==> src/rtl/cpu_pkg.sv <==
// Shared pipeline-control encodings for the hazard/stall logic:
// Tuse/Tnew codes, mult/div timer width and the per-operand hazard test.
package cpu_pkg;

  localparam int MD_CNT_W = 4;

  // Tuse: cycles until ID consumes an operand; 3 marks an unused operand
  localparam logic [1:0] TUSE_NOW  = 2'd0;
  localparam logic [1:0] TUSE_1    = 2'd1;
  localparam logic [1:0] TUSE_2    = 2'd2;
  localparam logic [1:0] TUSE_NONE = 2'd3;

  // Tnew: cycles until a producer's result can be forwarded
  localparam logic [1:0] TNEW_NOW = 2'd0;
  localparam logic [1:0] TNEW_1   = 2'd1;
  localparam logic [1:0] TNEW_2   = 2'd2;

  // A consumer stalls only if it needs the value strictly before it exists;
  // equal Tuse/Tnew is covered by forwarding, and $zero never hazards.
  function automatic logic src_hazard(input logic [4:0] src,
                                      input logic [1:0] tuse,
                                      input logic [4:0] dst,
                                      input logic [1:0] tnew);
    return (src != 5'd0) && (tuse != TUSE_NONE) && (src == dst) && (tuse < tnew);
  endfunction

endpackage

==> src/rtl/md_busy_timer.sv <==
// Busy timer for the multi-cycle mult/div unit: loads on a start pulse,
// counts down to zero, and reports busy for the start cycle plus N cycles.
module md_busy_timer
  import cpu_pkg::*;
#(
  parameter int MULT_CYCLES = 5,
  parameter int DIV_CYCLES  = 10
) (
  input  logic                clk,
  input  logic                reset,
  input  logic                i_start,
  input  logic                i_is_div,
  output logic                o_busy,
  output logic [MD_CNT_W-1:0] o_cnt
);

  localparam logic [MD_CNT_W-1:0] MULT_LOAD = MD_CNT_W'(MULT_CYCLES);
  localparam logic [MD_CNT_W-1:0] DIV_LOAD  = MD_CNT_W'(DIV_CYCLES);

  logic [MD_CNT_W-1:0] r_md_cnt;

  // A start while already busy simply reloads; overlap is not an error here
  always_ff @(posedge clk) begin
    if (reset) begin
      r_md_cnt <= '0;
    end else if (i_start) begin
      r_md_cnt <= i_is_div ? DIV_LOAD : MULT_LOAD;
    end else if (r_md_cnt != '0) begin
      r_md_cnt <= r_md_cnt - 1'b1;
    end
  end

  assign o_busy = i_start | (r_md_cnt != '0);
  assign o_cnt  = r_md_cnt;

endmodule

==> src/rtl/hazard_ctrl.sv <==
// Hazard and stall controller for the 5-stage pipeline: Tuse/Tnew data-hazard
// detection, mult/div busy interlock, stall/flush outputs and a stall counter.
module hazard_ctrl
  import cpu_pkg::*;
#(
  parameter int MULT_CYCLES = 5,
  parameter int DIV_CYCLES  = 10
) (
  input  logic        clk,
  input  logic        reset,
  input  logic [4:0]  id_rs,
  input  logic [4:0]  id_rt,
  input  logic [1:0]  id_tuse_rs,
  input  logic [1:0]  id_tuse_rt,
  input  logic        id_is_md,
  input  logic [4:0]  ex_wa,
  input  logic [1:0]  ex_tnew,
  input  logic [4:0]  mem_wa,
  input  logic [1:0]  mem_tnew,
  input  logic        ex_md_start,
  input  logic        ex_md_is_div,
  output logic        stall_pc,
  output logic        stall_ifid,
  output logic        flush_idex,
  output logic        md_busy,
  output logic [31:0] stall_count
);

  logic                w_stall_rs;
  logic                w_stall_rt;
  logic                w_stall_md;
  logic                w_stall;
  logic                w_md_busy;
  logic [MD_CNT_W-1:0] w_md_cnt;
  logic [31:0]         r_stall_count;

  md_busy_timer #(
    .MULT_CYCLES (MULT_CYCLES),
    .DIV_CYCLES  (DIV_CYCLES)
  ) u_md_timer (
    .clk      (clk),
    .reset    (reset),
    .i_start  (ex_md_start),
    .i_is_div (ex_md_is_div),
    .o_busy   (w_md_busy),
    .o_cnt    (w_md_cnt)
  );

  assign w_stall_rs = src_hazard(id_rs, id_tuse_rs, ex_wa, ex_tnew) |
                      src_hazard(id_rs, id_tuse_rs, mem_wa, mem_tnew);
  assign w_stall_rt = src_hazard(id_rt, id_tuse_rt, ex_wa, ex_tnew) |
                      src_hazard(id_rt, id_tuse_rt, mem_wa, mem_tnew);
  assign w_stall_md = id_is_md & w_md_busy;

  // Held low during reset so the pipeline registers see a clean restart
  assign w_stall = ~reset & (w_stall_rs | w_stall_rt | w_stall_md);

  always_ff @(posedge clk) begin
    if (reset) begin
      r_stall_count <= '0;
    end else if (w_stall && (r_stall_count != 32'hFFFF_FFFF)) begin
      r_stall_count <= r_stall_count + 32'd1;
    end
  end

  assign stall_pc    = w_stall;
  assign stall_ifid  = w_stall;
  assign flush_idex  = w_stall;
  assign md_busy     = w_md_busy;
  assign stall_count = r_stall_count;

endmodule

==> config.mk <==
export PLATFORM = sky130hd
export DESIGN_NAME = hazard_ctrl
export DESIGN_NICKNAME = d
export VERILOG_FILES = /design/src/rtl/cpu_pkg.sv /design/src/rtl/md_busy_timer.sv /design/src/rtl/hazard_ctrl.sv
export SDC_FILE = /design/constraint.sdc
export NUM_CORES = 1
export LEC_CHECK = 0
export ABC_AREA = 0
export ABC_CLOCK_PERIOD_IN_PS = 5800
export CAP_MARGIN = 5
export CORE_UTILIZATION = 51
export CTS_CLUSTER_SIZE = 10
export DETAILED_ROUTE_END_ITERATION = 8
export GPL_TIMING_DRIVEN = 0
export PLACE_DENSITY = 0.86
export SETUP_SLACK_MARGIN = 0.4
export SLEW_MARGIN = 40
export SYNTH_ARGS = -nofsm -noshare
export SYNTH_HDL_FRONTEND = slang
export SYNTH_SLANG_ARGS = --single-unit
==> constraint.sdc <==
create_clock -name clk -period 5.8 [get_ports clk]
set_input_delay 1.16 -clock clk [delete_from_list [all_inputs] [get_ports clk]]
set_output_delay 1.16 -clock clk [all_outputs]
set_load 0.03 [all_outputs]
==> flow_summary_export.csv <==
group,metric,value,unit
layout,final_layout_size_suffix_gt1_frac,0.07082,
die,rows,23,
logic_synthesis,synth_common_cells,"dfxtp_1, a21oi_1, xor2_1, nor2_1, o21ai_0",
drt,antenna_left,0,
logic_synthesis,async_flop_share,0,
logic_synthesis,yosys.area.top_type,"dfxtp_1",
die,core_area,4144,sq um
run,drv_cap,0,
drt,drt-pass1-iter-count,4,
logic_synthesis,syn_nets,317,
place,io_buffer_count,68,
sta,tns,0,ns
power,ir_drop,0.1212,mV
place,gp_congestion,0.7969,
worst_hold_path,hold_path.startpoint,"stall_count[26]$_SDFFE_PP0P_",
drt,routed_wl,6.258,mm
setup_path,crit_family,"buffers and inverters",
setup_path,r2r-end,"stall_count[1]$_SDFFE_PP0P_",
logic_synthesis,avgSynthCellArea,8.171,sq um
setup_path,reg2reg_depth,8,
clock_tree,postCtsHoldBufs,0,
logic_synthesis,synth.area.top_cells,"dfxtp_1, xor2_1, a21oi_1",
global_route,grt_pass1_vias,2144,
die,die_h,68.62,um
sta,tightest_slew,0.6668,ns
place,dpl.hpwl,4.585,mm
drt,route.detailed.drc,0,
sta,rsz0062_at_grt,"false",
clock_tree,post-cts-setup-buffers,0,
clock_tree,numCtsBuffers,5,
place,dp.cells,395,
sta,hold_viol_final,0,
global_route,antenna_found_initial,0,
logic_synthesis,synth_ff_type,"dfxtp_1",
die,die-area,4709,sq um
setup_path,cp.required,4.64,ns
die,die_w,68.62,um
setup_path,slowest_stage,"clkdlybuf4s50_1",
logic_synthesis,synth_top_area_share,0.3184,
clock_tree,insertion_delay,0.29,ns
clock_tree,clockBufferDepth,2,
setup_path,slowest_delay,0.57,ns
setup_path,reg2reg_setup_slack,3.10,ns
sta,fmax,0.2024,GHz
setup_path,critPathArrivalTime,3.78,ns
sta,setup-violations-final,0,
sta,skew,0.006388,ns
clock_tree,cts_root_buffer,"clkbuf_8",
worst_hold_path,whs_path_depth,2,
sta,drv_slew,0,
logic_synthesis,seq_area_frac_synth,0.3184,
drt,routedWlPerCell,15.53,um
setup_path,crit_chain,"clkdlybuf4s50_1 -> ha_1 -> a2111oi_2 -> nand4_1 -> a221oi_4 -> nor2_2 -> buf_2 -> nor2_1 -> buf_4 -> dlymetal6s2s_1",
worst_hold_path,min_to,"stall_count[26]$_SDFFE_PP0P_",
outcome,outcome,"finished clean",
setup_path,crit_type,"input port to primary output",
sta,timing.final.crit_share,0.8520,
layout,syn_to_final_growth,37.76,%
logic_synthesis,ys.warnings.count,0,
clock_tree,cts_max_level,2,
logic_synthesis,syn_inst,277,
drt,drt_iter0_markers,120,
power,leakagePower,1.093,nW
sta,period_needed,4.942,ns
drt,vias,2384,
die,start_util,0.5462,
setup_path,cp_max_fo,10,
clock_tree,cts.sink_count,36,
clock_tree,clk_pin_slew,0.07,ns
setup_path,cp-start-kind,"input port",
worst_hold_path,holdCritPathClass,"flop to flop",
place,post_dp_cell_area,3007,sq um
layout,nets,392,
logic_synthesis,ys_ff_latch,36,
logic_synthesis,synth_edf_count,0,
sta,timing.slew.headroom,0.5520,
logic_synthesis,yosys.cell_types.count,40,
global_route,grt-ovfl-total,0,
global_route,grt_max_degree,12,
layout,fin_cells,403,
setup_path,r2r-start,"stall_count[18]$_SDFFE_PP0P_",
logic_synthesis,synth_area,2263,sq um
global_route,grt.total_usage,0.2731,
die,ios,69,
logic_synthesis,yosysMostFrequentCell,"dfxtp_1",
clock_tree,cts_tree,"yes",
global_route,grt_pass1_wl,9.535,mm
setup_path,crit_buf_inv,4,
layout,antenna_cells,0,
layout,fin_area,3118,sq um
power,power_density,180.5,nW/um^2
setup_path,endpoint_kind,"primary output",
drt,via_per_inst,5.916,
==> sequential cells by signal, summed over array words and instances (netlist names) <==
name / count
u_md_timer.o_cnt: 4
stall_count: 32
==> what timing repair did <==
action	4_1_cts	5_1_grt
endpoints found under the setup margin	0	3
endpoints found under the hold margin	0	0
resized for setup	0	4
==> power breakdown <==
part | internal, W | switching, W
Clock | 0.0000948 | 0.0000929
Sequential | 0.000252 | 0.00000446
Combinational | 0.0000564 | 0.0000626
Total | 0.000403 | 0.000160
==> routing by layer <==
layer	wire, um	track usage	up-vias
met1	2625	0.3149	1102
met2	3040	0.4988	93
met3	506	0.04605	10
met5	0	0	-
met4	85	0.1016	0
li1	-	-	1179
==> cell families after synthesis <==
kind of cell / Yosys count / share of synthesized area
flops: 36 / 0.3184
xor+xnor: 27 / 0.1045
fa+ha+maj: 7 / 0.03869
buf+inv: 21 / 0.04312
mux: 3 / 0.01492
simple gates: 115 / 0.2864
compound gates: 68 / 0.1940
==> final cells by class <==
type	instances	area, sq um
tap	50	62.56
buffer	14	71.32
inverter	7	26.28
fill	321	1026
multi-input combinational	220	1456
clock buffer	6	82.58
clock inverter	2	10.01
timing repair buffer	68	688.2
sequential	36	720.7
==> worst max-delay path by stage <==
stage | start | end | slack, ns | depth (start not counted)
after CTS | id_tuse_rs[1] | stall_ifid | 0.43 | 10
after global placement | id_tuse_rs[1] | stall_ifid | 0.47 | 10
after detailed placement | id_tuse_rs[1] | stall_ifid | 0.44 | 10
final | id_tuse_rs[1] | stall_ifid | 0.86 | 10
after global routing | id_tuse_rs[1] | stall_ifid | 0.66 | 10
after floorplan | ex_tnew[1] | stall_ifid | 1.37 | 9
==> stage by stage <==
step	power, W	utilization	hold WS [ns]	setup WS, ns
finish	0.0005629	0.7524	0.5093	0.8581
global route	0.0005848	0.7524	0.5293	0.6648
global placement	0.0003773	0.7255	0.4826	0.4684
detailed placement	0.0003802	0.7255	0.4912	0.4357
floorplan	0.0003274	-	0.5602	1.370
CTS	0.0005635	0.7479	0.5038	0.4305
==> placed cells by master (no fill, tap or decap), drive strengths merged, types with 4 or more instances in the layout <==
master          n
or4             9
nand2b          5
nor3            4
dfxtp          36
nor4            5
a21oi          25
buf             6
nand3          11
o21ai          17
and3            6
ha              7
inv             7
nand2          13
clkbuf         14
o31ai           7
clkdlybuf4s50  65
xnor2           8
or3            16
xor2           19
nor2b           4
nor2           18
nand4          15
==> worst reg2reg max path: cells and delay by family (launching register included) <==
| kind | cells | cell delay, ns |
|---|---|---|
| buf+inv | 2 | 0.62 |
| flops | 1 | 0.44 |
| simple gates | 5 | 1.33 |
| compound gates | 1 | 0.22 |
No activity file was read; power rests on OpenSTA's default activity.
==> patch (same settings) <==
`DIV_CYCLES` is set to 10 in 2 places; all go to 5.
--- a/src/rtl/md_busy_timer.sv
+++ b/src/rtl/md_busy_timer.sv
@@ -5,5 +5,5 @@
 #(
   parameter int MULT_CYCLES = 5,
-  parameter int DIV_CYCLES  = 10
+  parameter int DIV_CYCLES  = 5
 ) (
   input  logic                clk,
--- a/src/rtl/hazard_ctrl.sv
+++ b/src/rtl/hazard_ctrl.sv
@@ -5,5 +5,5 @@
 #(
   parameter int MULT_CYCLES = 5,
-  parameter int DIV_CYCLES  = 10
+  parameter int DIV_CYCLES  = 5
 ) (
   input  logic        clk,
Check against the original RTL: not equivalent (a bounded check fails within 10 cycles, from zero or initial values and one cycle with reset high).
==> patch against the unedited design <==
Power fell by 3.0%; die area grew 4.0%; sequential cell count is the same; area after synthesis grew 4.1%; wire length increased by 5.6%; cell count up 2.0%; utilization fell by 2.7 points; first-iteration DRC count increased by 130%; worst setup slack worse by 260 ps; final area is 2.0% higher; highest routed layer unchanged.
==> patch: results (changes against the unedited design) <==
| Metric | Value |
|---|---|
| Vias per inst | 6.08 (was 5.92) |
| Final #Nets | 397 (was 392) |
| Area share of xor/xnor cells in the synthesized design | 7.81% (was 10.4%) |
| Starting DRC count in detailed routing | 272 (was 120) |
| Hold WS | 513 ps (was 509 ps) |
| Reg2Reg Setup Slack | 3160 ps (was 3100 ps) |
| Status | complete, no violations (unchanged) |
| Dpl hpwl | 4910 um (was 4590 um) |
| Fraction of layout cells with a size suffix above 1 | 11.1% (was 7.08%) |
| Reg-to-reg startpoint | u_md_timer.o_cnt[0] (was stall_count[18]) |
| Layout Skew | 13.1 ps (was 6.39 ps) |
| Final GP Congestion | 0.942 (was 0.797) |
| Arrival @ worst endpoint | 4050 ps (was 3780 ps) |
| Slew headroom | 58.0% (was 55.2%) |
| Final WL | 6610 um (was 6260 um) |
| Adder-cell area share of the yosys netlist | 3.19% (was 3.87%) |
| Hold Path End | stall_count[15] (was stall_count[26]) |
| Synth Area in Compound Gates | 13.6% (was 19.4%) |
| Post-Syn Nets | 323 (was 317) |
| Pleak | 1.10 nW (was 1.09 nW) |
| Peak VDD IR | 0.000156 V (was 0.000121 V) |
| Hold_sp | stall_count[15] (was stall_count[26]) |
| Synth top area cells | dfxtp_1 31%, mux2_2 6.2%, or4_1 5.1% (was dfxtp_1 32%, xor2_1 7.4%, a21oi_1 5.5%) |
| DR pass1 iterations | 5 (was 4) |
| I/O Buffers | 67 (was 68) |
| Vias in the first global route | 2408 (was 2144) |
| Largest net degree at the start of global routing | 13 (was 12) |
| Post-synthesis mux area share | 6.69% (was 1.49%) |
| Commonest cells in the netlist | 36 x dfxtp_1, 25 x nor2_1, 19 x a21oi_1 (was 36 x dfxtp_1, 25 x a21oi_1, 19 x xor2_1) |
## patch: layout make-up
type                            instances  area, um2
Inverter                                8       30.0
Timing Repair Buffer                   67        667
Clock buffer                            5       68.8
Clock inverter                          3       18.8
Sequential cell                        36        721
Buffer                                 18        100
Fill cell                             362       1200
Multi-Input combinational cell        222       1510
Tap cell                               52       65.1
## patch: how the worst max path moves through the flow
stage	from	end	slack, ps
after floorplan	mem_tnew[1]	stall_ifid	1300
after global placement	id_tuse_rt[1]	stall_ifid	340
after detailed placement	id_tuse_rt[1]	stall_ifid	320
after CTS	id_tuse_rt[1]	stall_ifid	590
after global routing	ex_tnew[1]	stall_ifid	440
final	id_tuse_rt[1]	stall_ifid	590
## patch: cells by family (layout without fill, tap and decap cells)
group,count (synthesis),count (layout)
and+or+nand+nor,134,134
DFF,36,36
buffers and inverters,26,101
AOI/OAI and AO/OA,47,47
xor gates and xnor gates,21,21
adders and majority gates,6,6
muxes,14,14
## patch: power by group
| group | switching (mW) | internal [mW] |
|---|---|---|
| registers | 0.00356 | 0.251 |
| clock network | 0.0947 | 0.0837 |
| logic | 0.0612 | 0.0518 |
## patch: repair_timing
item / in CTS / in global routing
setup endpoints to repair: 3 / 2
buffers inserted: 0 / 0
gates resized for setup: 3 / 1
pin swaps: 0 / 0
## patch: critical path, stage by stage
cell and delay [ps]:
clkdlybuf4s50_1 480, ha_1 330, a2111oi_2 330, nand4_1 170, a221oi_2 320, a211oi_2 130, buf_2 220, buf_2 210
nor2_1 180, buf_4 130, dlygate4sd2_1 380
## patch: metal layers
layer	wire, um	global-route usage (%)	vias to the layer above
li1	-	-	1201
met4	86	6.22	0
met1	2800	34.9	1158
met2	3190	48.3	127
met5	0	0	-
met3	534	4.18	13
## patch: through the flow
step / total power, mW / util (%) / instances / setup WS [ps] / cell area, um2
floorplan: 0.321 / - / 284 / 1300 / 2360
global placement: 0.369 / 70.5 / 403 / 341 / 3090
detailed placement: 0.373 / 70.5 / 403 / 316 / 3090
CTS: 0.547 / 72.4 / 411 / 586 / 3180
global route: 0.568 / 72.5 / 411 / 441 / 3180
finish: 0.546 / 72.5 / 411 / 595 / 3180
